File: src/rtl/cpu15_pkg.sv
// Shared cpu15 register-file constants and types, common to the write-back and
// operand-read stages.
package cpu15_pkg;
  localparam int DATA_W     = 16;
  localparam int REG_ADDR_W = 3;
  localparam int NREG       = 8;

  typedef struct packed {
    logic [REG_ADDR_W-1:0] n;
    logic                  en;
  } wr_req_t;
endpackage

File: src/rtl/reg_rd_scoreboard.sv
// Pending-write scoreboard: one bit per register, set on issue, cleared on
// write-back. A set and a clear of the same bit in one cycle leave the bit set.
module reg_scoreboard
  import cpu15_pkg::*;
(
  input  logic                  CLK_WB,
  input  logic                  RESET_N,
  input  logic                  set_en,
  input  logic [REG_ADDR_W-1:0] set_idx,
  input  logic                  clr_en,
  input  logic [REG_ADDR_W-1:0] clr_idx,
  output logic [NREG-1:0]       busy
);
  logic [NREG-1:0] busy_nxt;

  always_comb begin
    busy_nxt = busy;
    if (clr_en) busy_nxt[clr_idx] = 1'b0;
    if (set_en) busy_nxt[set_idx] = 1'b1;
  end

  always_ff @(posedge CLK_WB) begin
    if (!RESET_N) busy <= '0;
    else          busy <= busy_nxt;
  end
endmodule

File: src/rtl/reg_rd.sv
// cpu15 operand-read stage: picks two sources from the register file, forwards
// a same-cycle write-back, interlocks on pending writes, and holds one slot for execute.
module reg_rd
  import cpu15_pkg::*;
#(
  parameter int DATA_W    = cpu15_pkg::DATA_W,
  parameter bit BYPASS_EN = 1'b1
)(
  input  logic              CLK_WB,
  input  logic              RESET_N,
  input  logic [DATA_W-1:0] REG_0,
  input  logic [DATA_W-1:0] REG_1,
  input  logic [DATA_W-1:0] REG_2,
  input  logic [DATA_W-1:0] REG_3,
  input  logic [DATA_W-1:0] REG_4,
  input  logic [DATA_W-1:0] REG_5,
  input  logic [DATA_W-1:0] REG_6,
  input  logic [DATA_W-1:0] REG_7,
  input  logic              IN_VALID,
  output logic              IN_READY,
  input  logic [2:0]        N_REG_A,
  input  logic [2:0]        N_REG_B,
  input  logic [2:0]        N_REG_D,
  input  logic              D_WEN,
  input  logic [2:0]        WB_N_REG,
  input  logic [DATA_W-1:0] WB_REG_IN,
  input  logic              WB_REG_WEN,
  output logic              OUT_VALID,
  input  logic              OUT_READY,
  output logic [DATA_W-1:0] OP_A,
  output logic [DATA_W-1:0] OP_B,
  output logic [2:0]        OUT_N_REG_D,
  output logic              OUT_D_WEN,
  output logic [7:0]        BUSY
);
  logic [NREG-1:0][DATA_W-1:0] rf;
  logic [NREG-1:0]             busy;
  logic                        hit_a, hit_b, hit_d;
  logic                        haz_a, haz_b, haz_d;
  logic                        accept;
  logic [DATA_W-1:0]           op_a_nxt, op_b_nxt;
  wr_req_t                     dst;

  assign rf = {REG_7, REG_6, REG_5, REG_4, REG_3, REG_2, REG_1, REG_0};

  assign hit_a = WB_REG_WEN && (WB_N_REG == N_REG_A);
  assign hit_b = WB_REG_WEN && (WB_N_REG == N_REG_B);
  assign hit_d = WB_REG_WEN && (WB_N_REG == N_REG_D);

  // Without forwarding, a source written this cycle is only readable from the
  // register file after the edge, so it stalls one cycle.
  assign haz_a = BYPASS_EN ? (busy[N_REG_A] && !hit_a) : (busy[N_REG_A] || hit_a);
  assign haz_b = BYPASS_EN ? (busy[N_REG_B] && !hit_b) : (busy[N_REG_B] || hit_b);
  assign haz_d = D_WEN && busy[N_REG_D] && !hit_d;

  assign IN_READY = RESET_N && !haz_a && !haz_b && !haz_d && (!OUT_VALID || OUT_READY);
  assign accept   = IN_VALID && IN_READY;

  assign op_a_nxt = (BYPASS_EN && hit_a) ? WB_REG_IN : rf[N_REG_A];
  assign op_b_nxt = (BYPASS_EN && hit_b) ? WB_REG_IN : rf[N_REG_B];

  assign dst.n  = N_REG_D;
  assign dst.en = D_WEN;

  always_ff @(posedge CLK_WB) begin
    if (!RESET_N) begin
      OUT_VALID   <= 1'b0;
      OP_A        <= '0;
      OP_B        <= '0;
      OUT_N_REG_D <= '0;
      OUT_D_WEN   <= 1'b0;
    end else if (accept) begin
      OUT_VALID   <= 1'b1;
      OP_A        <= op_a_nxt;
      OP_B        <= op_b_nxt;
      OUT_N_REG_D <= dst.n;
      OUT_D_WEN   <= dst.en;
    end else if (OUT_READY) begin
      OUT_VALID   <= 1'b0;
    end
  end

  reg_scoreboard u_sb (
    .CLK_WB  (CLK_WB),
    .RESET_N (RESET_N),
    .set_en  (accept && D_WEN),
    .set_idx (N_REG_D),
    .clr_en  (WB_REG_WEN),
    .clr_idx (WB_N_REG),
    .busy    (busy)
  );

  assign BUSY = busy;
endmodule

File: config.mk
export PLATFORM = sky130hd
export DESIGN_NAME = reg_rd
export DESIGN_NICKNAME = d
export VERILOG_FILES = /design/src/rtl/cpu15_pkg.sv /design/src/rtl/reg_rd_scoreboard.sv /design/src/rtl/reg_rd.sv
export SDC_FILE = /design/constraint.sdc
export NUM_CORES = 1
export LEC_CHECK = 0
export BUFFER_PORTS_ARGS = -buffer_cell sky130_fd_sc_hd__buf_2
export CAP_MARGIN = 20
export CORE_UTILIZATION = 45
export DETAILED_ROUTE_END_ITERATION = 8
export PLACE_DENSITY_LB_ADDON = 0.1
export SETUP_SLACK_MARGIN = 0.3
export SKIP_CTS_REPAIR_TIMING = 1
export SLEW_MARGIN = 20
export SYNTH_ARGS = -nofsm -noshare
export SYNTH_HDL_FRONTEND = slang
export SYNTH_HIERARCHICAL = 1
export SYNTH_SLANG_ARGS = --single-unit
File: constraint.sdc
create_clock -name CLK_WB -period 3.8 [get_ports CLK_WB]
set_input_delay 1.14 -clock CLK_WB [delete_from_list [all_inputs] [get_ports CLK_WB]]
set_output_delay 1.14 -clock CLK_WB [all_outputs]
set_load 0.05 [all_outputs]
## Word level (Yosys, flattened, before mapping)

Index checks and enable logic that the tools add are counted.

- Bits in registers: 45
- Bits of input ports: 162
- Output and inout bits: 46
- Logic and storage cells: 62

- $lt $le $gt $ge: 6
- Eq/ne operators: 3
- Multiplexer cells: 20
- Bitwise logic cells: 3
- Reductions and logical operators: 24

Operators with widths:

| operator | number |
|---|---|
| 16-bit binary-select mux with 3-bit select | 2 |
| 16-bit two-way mux | 4 |
| 3-bit by 4-bit < comparator with 1-bit output, second input constant | 4 |
| 8-bit two-way mux | 2 |
| 1-bit logical AND | 15 |
| 1-bit binary-select mux with 3-bit select | 3 |
| 3-bit equality test | 3 |
| 8-bit bitwise AND | 1 |
| 8-bit inverter | 1 |
| 8-bit OR | 1 |
| 1-bit logical NOT | 7 |
| 1-bit two-way mux | 7 |
| 1-bit demux with 3-bit select | 2 |
| 3-bit by 1-bit greater-or-equal comparator with 1-bit output, second input constant | 2 |
| 2-bit nonzero test | 1 |
| 1-bit logical OR | 1 |

## Longest topological paths before layout

Gate-level depths: netlist (run 1).

- Depth in word-level cells: 12
- Mapped depth: 10
- Depth with buffers taken out: 7

## Cells and area by module

Netlist (run 1), hierarchy kept.

By module, submodules not included:

| module | instances | cells each | area each (µm²) | seq. area each (µm²) |
|---|---|---|---|---|
| reg_rd | 1 | 352 | 3832.4 | 740.7 |
| reg_scoreboard | 1 | 40 | 386.6 | 160.2 |

## Least setup slack after synthesis (run 1)

No wires, ideal clock.

- Path type: in2out
- Start point: input port N_REG_B[0]
- End point: output port IN_READY
- Data arrival time: 2.530 ns
- Data required time: 2.660 ns
- Slack: 0.130 ns
- Stages: 4
- Path buffers: 1
- Path through: buf_2 > mux4_2 > o2111ai_1 > and3_1

- Longest elaborated chain between the ends: 8
- Elaborated cells on any way between the ends: 10
- Classes of those cells: 1 x eq/ne; 2 x mux; 7 x reduce/logical

Ends and longest elaborated chain:

| element | RTL line | RTL |
|---|---|---|
| start: declaration | reg_rd.sv:22 | `input logic [2:0] N_REG_B,` |
| branches (longest 3 deep; another with 1-bit binary-select mux with 3-bit select) | - |  |
| 1-bit logical AND * | reg_rd.sv:53 | `assign haz_b = BYPASS_EN ? (busy[N_REG_B] && !hit_b) : (busy[N_REG_B] \|\| hit_b);` |
| 1-bit logical NOT * | reg_rd.sv:56 | `assign IN_READY = RESET_N && !haz_a && !haz_b && !haz_d && (!OUT_VALID \|\| OUT_READY);` |
| 1-bit logical AND * (3 in a row) | reg_rd.sv:56 |  |
| end: declaration | reg_rd.sv:20 | `output logic IN_READY,` |

Every way passes the cells marked *. The select of a mux whose other input is x is not followed.

## Final worst setup path (run 1)

Ends and elaborated chain as after synthesis.

==> flow_metrics.env, run 1 <==
export IMPL_setup_tns_ns=0
export IMPL_final_cells=696
export IMPL_drive_above_1_share_pct=51.0
export IMPL_drc_errors=0
export IMPL_cts_buffers=5
export IMPL_synth_seq_cells=45
export IMPL_worst_pin_slew_ns=0.601
export IMPL_grt_ovfl_total=0
export IMPL_p_int_mw=1.02
export IMPL_finalSetupViolCount=0
export IMPL_drt_iter0_drc=306
export IMPL_yosysSeqAreaShare_pct=21.4
export IMPL_drv_cap=0
export IMPL_ctsHtreeMaxLevel=2
export IMPL_clk_latency_ns=0.30
export IMPL_num_rows=34
export IMPL_cts_tree="yes"
export IMPL_hold_viol=0
export IMPL_num_vias=4060
export IMPL_holdCritPathClass="flip-flop to flip-flop"
export IMPL_synth_async_sr_flop_share_pct=0
export IMPL_clk_pin_slew_worst_paths_ns=0.08
export IMPL_startpoint_type="input pin"
export IMPL_syn_area_mm2=0.00422
export IMPL_cts_buffer_depth=2
export IMPL_synthCells=392
export IMPL_cp_max_fo=2
export IMPL_yosysTopAreaCellShare_pct=35.2
export IMPL_io_pins=208
export IMPL_drv_slew=0
export IMPL_finClkSkew_ns=0.00410
export IMPL_track_usage_pct=27.1
export IMPL_syn_nets=554
export IMPL_cts_sinks=45
export IMPL_ant_nets=0
export IMPL_fmax_mhz=283
export IMPL_critical_path_max_stage_delay_ns=0.54
export IMPL_p_sw_share_pct=35.3
export IMPL_core_area_mm2=0.00889
export IMPL_outcome="finished clean"
export IMPL_critPathRequiredTime_ns=2.66
export IMPL_period_share_pct=92.9
export IMPL_io_buffers=207
export IMPL_pwr_share_seq_pct=33.5
export IMPL_firstDrtPassIters=5
export IMPL_synth_distinct_cells=32
export IMPL_worstPathBufferInverterCount=2
export IMPL_synth_warnings=6
export IMPL_rsz0062_at_grt="yes"
export IMPL_post_drt_via_cell_ratio=5.83
export IMPL_synth_main_ff_cell="dfxtp_1"
export IMPL_die_area_mm2=0.00977
export IMPL_synth_top_cell_by_area="mux4_2"
export IMPL_routed_wirelength_um=13400
export IMPL_nets=747
export IMPL_grt_pass1_wl_um=20200
export IMPL_start_util_pct=47.5
export IMPL_total_power_mw=1.57
export IMPL_switchingPower_mw=0.555
export IMPL_grt_max_degree=48
export IMPL_synth_area_leaders="mux4_2 35%, dfxtp_1 21%, mux2i_1 18%"
export IMPL_power_frac_clock_pct=23.8
export IMPL_cp_cell_sequence="buf_4 > mux4_2 > o2111ai_4 > and3_4 > buf_8"
export IMPL_die_w_um=98.8
export IMPL_post_place_cells=683
export IMPL_power_density_mw_per_mm2=284
export IMPL_arrival_ns=2.39
export IMPL_period_minus_slack_ns=3.53
export IMPL_p_comb_share_pct=42.7
export IMPL_antenna_found_initial=4
export IMPL_die_h_um=98.8
export IMPL_cts_root_buf="clkbuf_8"
export IMPL_avgRoutedWirePerCell_um=19.3
export IMPL_vdd_drop_max_uv=182
export IMPL_p_leak_nw=2.73
export IMPL_max_slew_margin_rel_pct=59.9
export IMPL_syn_area_per_cell_um2=10.8
export IMPL_cpLargestDelayFamily="multiplexers"
export IMPL_slowest_stage="mux4_2"
export IMPL_globalplace_congestion=0.929
export IMPL_area_growth_pct=31.0
export IMPL_synth_edf_count=0
export IMPL_grt_pass1_vias=3908
export IMPL_critPathKind="input pin to output pin"
export IMPL_dp_hpwl_um=10700
export IMPL_worstSetupEndpointType="output pin"
[final timing paths]
path                              startpoint            to  slack [ns]  cells past startpoint
worst max-delay path              N_REG_B[0]      IN_READY        0.27                      5
worst min-delay path                OP_A[12]      OP_A[12]        0.46                      2
worst max register to register  u_sb/busy[3]  u_sb/busy[0]        1.46                      7
worst min register to register      OP_A[12]      OP_A[12]        0.46                      2
[power by group through the flow]
stage / logic, mW / registers (mW) / clock network (mW)
global placement: 0.643 / 0.537 / 0
detailed placement: 0.655 / 0.538 / 0
finish: 0.670 / 0.526 / 0.373
global route: 0.714 / 0.531 / 0.403
floorplan: 0.320 / 0.662 / 0
CTS: 0.655 / 0.527 / 0.380
[layout by cell type (no fill, tap or decap), drive strengths merged]
cell type    n
nand4bb      1
bufinv       1
inv          6
nand3        5
o32ai        6
nand4        4
buf        221
o21ai       32
diode        2
mux2i       76
or4b         1
nor4bb       3
nand2       77
o2111ai      1
dfxtp       45
nor4b        1
nand2b       2
clkbuf       8
a31oi        3
a21boi       1
a22oi        2
nor2         2
nor2b        3
and4         1
xnor2        9
o22ai        2
and3         1
nand3b       3
and4b        3
mux4        66
[cell usage after synthesis, types with 2 or more instances]
cell type / number
a22oi_1: 2
a31oi_1: 3
and4b_1: 3
buf_1: 5
buf_2: 12
buf_6: 4
clkbuf_1: 14
dfxtp_1: 45
inv_1: 6
mux2i_1: 76
mux4_2: 66
nand2_1: 77
nand3_1: 5
nand3b_1: 3
nand4_1: 4
nor2_1: 2
nor2b_1: 3
nor4bb_1: 3
o21ai_0: 32
o22ai_1: 2
o32ai_1: 6
xnor2_1: 9
[final cells by class]
type | instances | area, µm²
multi-input cells | 305 | 3140
inverters | 6 | 22.5
diodes | 2 | 5.00
well taps | 108 | 135
fillers | 805 | 3360
repair buffers | 222 | 1210
clock inverters | 1 | 30.0
clock buffers | 7 | 86.3
flip-flops and latches | 45 | 901
[worst min-delay path: stages, from the launching register on]
cell and delay, ns:
dfxtp_1 0.31, nand2_1 0.05, mux2i_1 0.05
[through the flow]
step | worst slack (ns) | hold slack, ns | cell area (µm²) | util (%)
after CTS | 0.109 | 0.461 | 5440 | 61.2
final | 0.271 | 0.459 | 5530 | 62.2
after global routing | 0.249 | 0.483 | 5530 | 62.2
after floorplan | 0.351 | 0.677 | 4230 | -
after detailed placement | 0.116 | 0.450 | 5320 | 59.9
after global placement | 0.133 | 0.443 | 5320 | 59.9
[cell families after synthesis]
kind of cell | after synthesis | share of synthesized area [%]
multiplexers | 142 | 53.3
AND/OR/NAND/NOR | 107 | 12.2
AO/OA/AOI/OAI | 47 | 6.52
flip-flops | 45 | 21.4
buffers and inverters | 42 | 4.83
XOR/XNOR | 9 | 1.87
[per-layer routing]
layer / share of wire [%] / track usage, % / vias to the layer above
li1: - / - / 1914
met1: 44 / 39.7 / 1908
met2: 47 / 41.3 / 224
met3: 8.2 / 4.96 / 12
met4: 1.1 / 7.12 / 2
met5: 0.097 / 0 / -
[flip-flops by register name, indices dropped and copies added, names as in the netlist]
register	cells
OP_A	16
OUT_D_WEN	1
OUT_N_REG_D	3
u_sb/busy	8
OP_B	16
OUT_VALID	1
Power figures use the tool's default switching activity.
==> run 2: changes to the inputs <==
SYNTH_HIERARCHICAL = not set   (was 1)
==> run 2 against run 1 <==
First-iteration DRC count is 35% lower. Flip-flop and latch count unchanged. Critical path depth up 1. Die area shrank 0.14%. Total power down 0.51%. Sequential power about the same. Sequential share of layout area rose by 0.23 points. Count of clock-buffer cells in the layout unchanged. Via count decreased by 0.89%. Register-to-register slack got worse by 0.10 ns. Routed wire length shrank 0.71%. Critical path type unchanged.
==> flow_metrics.env, run 2 <==
export IMPL_worstHoldPathCells=2
export IMPL_critical_path_max_stage_delay_ns=0.48
export IMPL_synth_distinct_cells=28
export IMPL_fillers=805
export IMPL_rr_endpoint="u_sb.busy[1]"
export IMPL_track_usage_pct=27.5
export IMPL_dp_hpwl_um=10900
export IMPL_slowest_stage="mux4_2"
export IMPL_synth_seq_cells=45
export IMPL_synthCells=391
export IMPL_cts_buffers=5
export IMPL_nets=742
export IMPL_clk_pin_slew_worst_paths_ns=0.08
export IMPL_drv_slew=0
export IMPL_grt_ovfl_total=0
export IMPL_die_w_um=98.8
export IMPL_clk_latency_ns=0.29
export IMPL_post_place_cells=679
export IMPL_synth_main_ff_cell="dfxtp_1"
export IMPL_top_layer="met4"
export IMPL_max_slew_margin_rel_pct=60.3
export IMPL_io_buffers=207
export IMPL_finalSetupViolCount=0
export IMPL_total_power_mw=1.56
export IMPL_holdCritPathClass="flip-flop to flip-flop"
export IMPL_synth_common_cells="76 x mux2i_1, 73 x nand2_1, 66 x mux4_2"
export IMPL_drive_above_1_share_pct=52.2
export IMPL_syn_area_mm2=0.00421
export IMPL_ff2ff_path_depth=6
export IMPL_drc_errors=0
export IMPL_dr_wl_met2_um=6340
export IMPL_drt_iter0_drc=200
export IMPL_num_vias=4024
export IMPL_setup_tns_ns=0
export IMPL_fin_util_pct=61.3
export IMPL_core_area_mm2=0.00889
export IMPL_firstDrtPassIters=5
export IMPL_hold_viol=0
export IMPL_io_pins=208
export IMPL_avgRoutedWirePerCell_um=19.4
export IMPL_wl_met1_um=5620
export IMPL_outcome="finished clean"
export IMPL_grt_pass1_vias=3907
export IMPL_die_h_um=98.8
export IMPL_worstSetupEndpointType="output pin"
export IMPL_met3_length_um=1020
export IMPL_rsz0062_at_grt="yes"
export IMPL_antenna_found_initial=0
export IMPL_ctsHtreeMaxLevel=2
export IMPL_hold_path_endpoint="OUT_N_REG_D[2]"
export IMPL_yosysSeqAreaShare_pct=21.4
export IMPL_worst_pin_slew_ns=0.595
export IMPL_routed_wirelength_um=13400
export IMPL_fmax_mhz=286
export IMPL_final_cell_mix="205 x buf_2, 76 x mux2i_1, 73 x nand2_1"
export IMPL_start_util_pct=47.4
export IMPL_diodes=0
export IMPL_synth_area_leaders="mux4_2 35%, dfxtp_1 21%, mux2i_1 18%"
export IMPL_num_rows=34
export IMPL_p_leak_nw=2.70
export IMPL_cts_tree="yes"
export IMPL_finClkSkew_ns=0.00550
export IMPL_syn_nets=553
export IMPL_post_drt_via_cell_ratio=5.84
export IMPL_hp_start="OUT_N_REG_D[2]"
export IMPL_cp_max_fo=4
export IMPL_arrival_ns=2.35
export IMPL_syn_area_per_cell_um2=10.8
export IMPL_synth_edf_count=0
export IMPL_cp_cell_sequence="buf_8 > mux4_2 > nand2b_4 > a31oi_1 > and3_4 > buf_8"
export IMPL_cts_sinks=45
export IMPL_synth_warnings=0
export IMPL_cts_buffer_depth=2
export IMPL_power_density_mw_per_mm2=287
export IMPL_startpoint_type="input pin"
export IMPL_setup_ws_ns=0.309
export IMPL_pre_cts_ws_ns=0.143
export IMPL_drv_cap=0
export IMPL_yosysTopAreaCellShare_pct=35.3
export IMPL_final_cells=689
export IMPL_period_share_pct=91.9
export IMPL_vdd_drop_max_uv=202
export IMPL_rr_startpoint="u_sb.busy[7]"
export IMPL_synth_top_cell_by_area="mux4_2"
export IMPL_cp_common_cell="buf_8"
export IMPL_cts_root_buf="clkbuf_8"
export IMPL_die_area_mm2=0.00975
export IMPL_area_growth_pct=29.4
export IMPL_period_minus_slack_ns=3.49
export IMPL_synth_async_sr_flop_share_pct=0
export IMPL_final_common_cell="buf_2"
export IMPL_grt_max_degree=48
export IMPL_critPathKind="input pin to output pin"
export IMPL_r2r_slack_ns=1.36
export IMPL_globalplace_congestion=0.839
export IMPL_top_regs="OP_A x16, OP_B x16, u_sb.busy x8"
export IMPL_critPathRequiredTime_ns=2.66
export IMPL_grt_pass1_wl_um=20500
export IMPL_synth_most_common_cell="mux2i_1"
export IMPL_ant_nets=0
[run 2: cell types whose count changed after synthesis, sizes merged, moves of 3 or more]
cell | previous run | this run
nand2 | 77 | 73
o41ai | 0 | 4
o32ai | 6 | 0
o31ai | 0 | 4
nand2b | 2 | 5
and4b | 3 | 0
clkbuf | 15 | 18
nor4bb | 3 | 0
o211ai | 0 | 6
nand3b | 3 | 0
[run 2: cell type report]
type                    count  area, µm²  share of cell area (%)
repair buffers            222       1180                    21.7
inverters                   5       18.8                   0.344
clock buffers               7       86.3                    1.58
flip-flops and latches     45        901                    16.5
well taps                 108        135                    2.48
multi-input cells         301       3100                    56.8
clock inverters             1       30.0                   0.551
[run 2: per-layer routing]
| layer | global-route usage [%] | up-vias |
|---|---|---|
| met3 | 4.75 | 25 |
| li1 | - | 1888 |
| met2 | 44.3 | 210 |
| met4 | 10.1 | 0 |
| met1 | 37.5 | 1901 |
| met5 | 0 | - |
[run 2: per-stage QoR]
step | hold WS [ns] | instance area (µm²)
finish | 0.457 | 5450
global route | 0.484 | 5450
CTS | 0.461 | 5410
detailed placement | 0.449 | 5290
global placement | 0.442 | 5290
floorplan | 0.677 | 4220
[run 2: worst max-delay path, delay by kind of cell]
family          cells  cell delay [ns]
buf+inv             2             0.23
mux                 1             0.48
compound gates      1             0.15
simple gates        2             0.35
[run 2: how the worst max path moves through the flow]
stage,start,end,slack [ns],depth (start not counted)
floorplan,N_REG_A[0],IN_READY,0.35,4
global placement,N_REG_B[0],IN_READY,0.16,6
detailed placement,N_REG_B[0],IN_READY,0.14,6
CTS,N_REG_B[0],IN_READY,0.14,6
global route,N_REG_B[0],IN_READY,0.26,6
finish,N_REG_B[0],IN_READY,0.31,6
[run 2: cells by family (layout without fill, tap and decap cells)]
logic type             Yosys count  count (layout)  synth area share (%)
AO/OA/AOI/OAI                   55              55                  8.38
multiplexers                   142             142                  53.3
buffers and inverters           45             235                  5.46
AND/OR/NAND/NOR                 95              95                  9.56
flip-flops                      45              45                  21.4
XOR/XNOR                         9               9                  1.87
[run 2: report_power, final]
group | internal (mW) | total [mW] | leakage (nW) | switching, mW
clock network | 0.214 | 0.371 | 0.0585 | 0.156
registers | 0.508 | 0.528 | 0.367 | 0.0202
logic | 0.288 | 0.663 | 2.28 | 0.375
total | 1.01 | 1.56 | 2.70 | 0.551
==> run 3: changes to the inputs <==
clock period = 4 ns   (was 3.8 ns; I/O delays follow)
==> run 3 against run 2 <==
Critical path depth shrank 1. Die area is the same. Worst hold slack is essentially flat. Utilization shrank 0.38 points. Via count grew 1.2%. Register-to-register slack gained 0.39 ns. Critical endpoint unchanged.
==> flow_metrics.env, run 3 (synthesis results as in run 2) <==
export IMPL_outcome="finished clean"
export IMPL_grt_pass1_wl_um=20900
export IMPL_globalplace_congestion=0.884
export IMPL_ff2ff_path_depth=6
export IMPL_worst_pin_slew_ns=0.579
export IMPL_final_cells=688
export IMPL_r2r_slack_ns=1.75
export IMPL_fmax_mhz=272
export IMPL_critPathRequiredTime_ns=2.80
export IMPL_io_buffers=207
export IMPL_cts_sinks=45
export IMPL_p_comb_share_pct=42.2
export IMPL_worstPathBufferInverterCount=2
export IMPL_post_place_cells=679
export IMPL_ctsHtreeMaxLevel=2
export IMPL_die_area_mm2=0.00975
export IMPL_switchingPower_mw=0.524
export IMPL_die_w_um=98.8
export IMPL_hold_path_endpoint="OP_B[14]"
export IMPL_firstDrtPassIters=6
export IMPL_drv_slew=0
export IMPL_rsz0062_at_grt="no"
export IMPL_drive_above_1_share_pct=52.0
export IMPL_avgRoutedWirePerCell_um=19.7
export IMPL_slowest_stage="mux4_2"
export IMPL_track_usage_pct=27.7
export IMPL_drc_errors=0
export IMPL_ant_nets=0
export IMPL_io_pins=208
export IMPL_cts_tree="yes"
export IMPL_hold_viol=0
export IMPL_critPathKind="input pin to output pin"
export IMPL_max_slew_margin_rel_pct=61.4
export IMPL_num_vias=4073
export IMPL_grt_pass1_vias=3984
export IMPL_drv_cap=0
export IMPL_vdd_drop_max_uv=208
export IMPL_routed_wirelength_um=13600
export IMPL_cts_root_buf="clkbuf_8"
export IMPL_drt_iter0_drc=198
export IMPL_antenna_found_initial=2
export IMPL_clk_pin_slew_worst_paths_ns=0.08
export IMPL_holdCritPathClass="flip-flop to flip-flop"
export IMPL_grt_max_degree=49
export IMPL_cp_max_fo=2
export IMPL_cts_buffer_depth=2
export IMPL_final_common_cell="buf_2"
export IMPL_critical_path_max_stage_delay_ns=0.51
export IMPL_setup_tns_ns=0
export IMPL_core_area_mm2=0.00889
export IMPL_p_int_mw=0.955
export IMPL_worstSetupEndpointType="output pin"
export IMPL_hp_start="OP_B[14]"
export IMPL_nets=740
export IMPL_top_regs="OP_A x16, OP_B x16, u_sb.busy x8"
export IMPL_power_density_mw_per_mm2=273
export IMPL_p_sw_share_pct=35.4
export IMPL_period_minus_slack_ns=3.67
export IMPL_period_share_pct=91.9
export IMPL_die_h_um=98.8
export IMPL_post_drt_via_cell_ratio=5.92
export IMPL_finalSetupViolCount=0
export IMPL_worstHoldPathCells=2
export IMPL_arrival_ns=2.47
export IMPL_pwr_share_seq_pct=34.0
export IMPL_finClkSkew_ns=0.00350
export IMPL_area_growth_pct=28.6
export IMPL_dp_hpwl_um=11000
export IMPL_cts_buffers=5
export IMPL_final_cell_mix="206 x buf_2, 76 x mux2i_1, 73 x nand2_1"
export IMPL_rr_endpoint="OP_A[12]"
export IMPL_power_frac_clock_pct=23.8
export IMPL_cp_cell_sequence="buf_2 > mux4_2 > o2111ai_2 > and3_2 > clkbuf_4"
export IMPL_grt_ovfl_total=0
export IMPL_start_util_pct=47.4
export IMPL_clk_latency_ns=0.29
export IMPL_cpLargestDelayFamily="multiplexers"
export IMPL_rr_startpoint="u_sb.busy[6]"
export IMPL_startpoint_type="input pin"
export IMPL_p_leak_nw=2.69
export IMPL_num_rows=34
## run 3: how the worst max path moves through the flow
stage | endpoint | start | cells past startpoint | slack, ns
final | IN_READY | N_REG_A[0] | 5 | 0.33
after global routing | IN_READY | N_REG_A[0] | 5 | 0.30
after CTS | IN_READY | N_REG_A[0] | 5 | 0.25
after detailed placement | IN_READY | N_REG_A[0] | 5 | 0.26
after global placement | IN_READY | N_REG_A[0] | 5 | 0.25
after floorplan | IN_READY | N_REG_A[0] | 4 | 0.32
## run 3: area by class of cell
class                           instances  area, µm²
Fill cell                             809       3470
Multi-Input combinational cell        301       3090
Timing Repair Buffer                  220       1150
Sequential cell                        45        901
Tap cell                              108        135
Clock buffer                            7       86.3
Clock inverter                          1       30.0
Inverter                                5       18.8
Antenna cell                            1       2.50
## run 3: power groups by stage
stage	clock, mW	combinational [mW]	sequential (mW)
floorplan	0	0.310	0.630
detailed placement	0	0.621	0.514
finish	0.352	0.625	0.503
CTS	0.358	0.622	0.503
global placement	0	0.609	0.513
global route	0.379	0.669	0.507
## run 3: routing by layer
metal	up-vias	track usage, %	routed length [µm]
met2	200	45.0	6440
li1	1885	-	-
met3	24	5.04	1070
met4	2	7.92	269
met1	1962	38.2	5790
met5	-	0	10
## run 3: per-stage QoR
step | power [mW] | instance area (µm²) | utilization [%] | worst slack (ns) | hold WS (ns)
2_1_floorplan | 0.941 | 4210 | - | 0.323 | 0.677
3_3_place_gp | 1.12 | 5290 | 59.5 | 0.247 | 0.443
3_5_place_dp | 1.13 | 5290 | 59.5 | 0.256 | 0.451
4_1_cts | 1.48 | 5410 | 60.8 | 0.250 | 0.463
5_1_grt | 1.56 | 5420 | 60.9 | 0.298 | 0.473
6_report | 1.48 | 5420 | 60.9 | 0.326 | 0.457
## run 3: worst min-delay path, stage by stage, from the launching register on
cell	delay, ns
dfxtp_1	0.31
nand2_1	0.05
mux2i_1	0.05
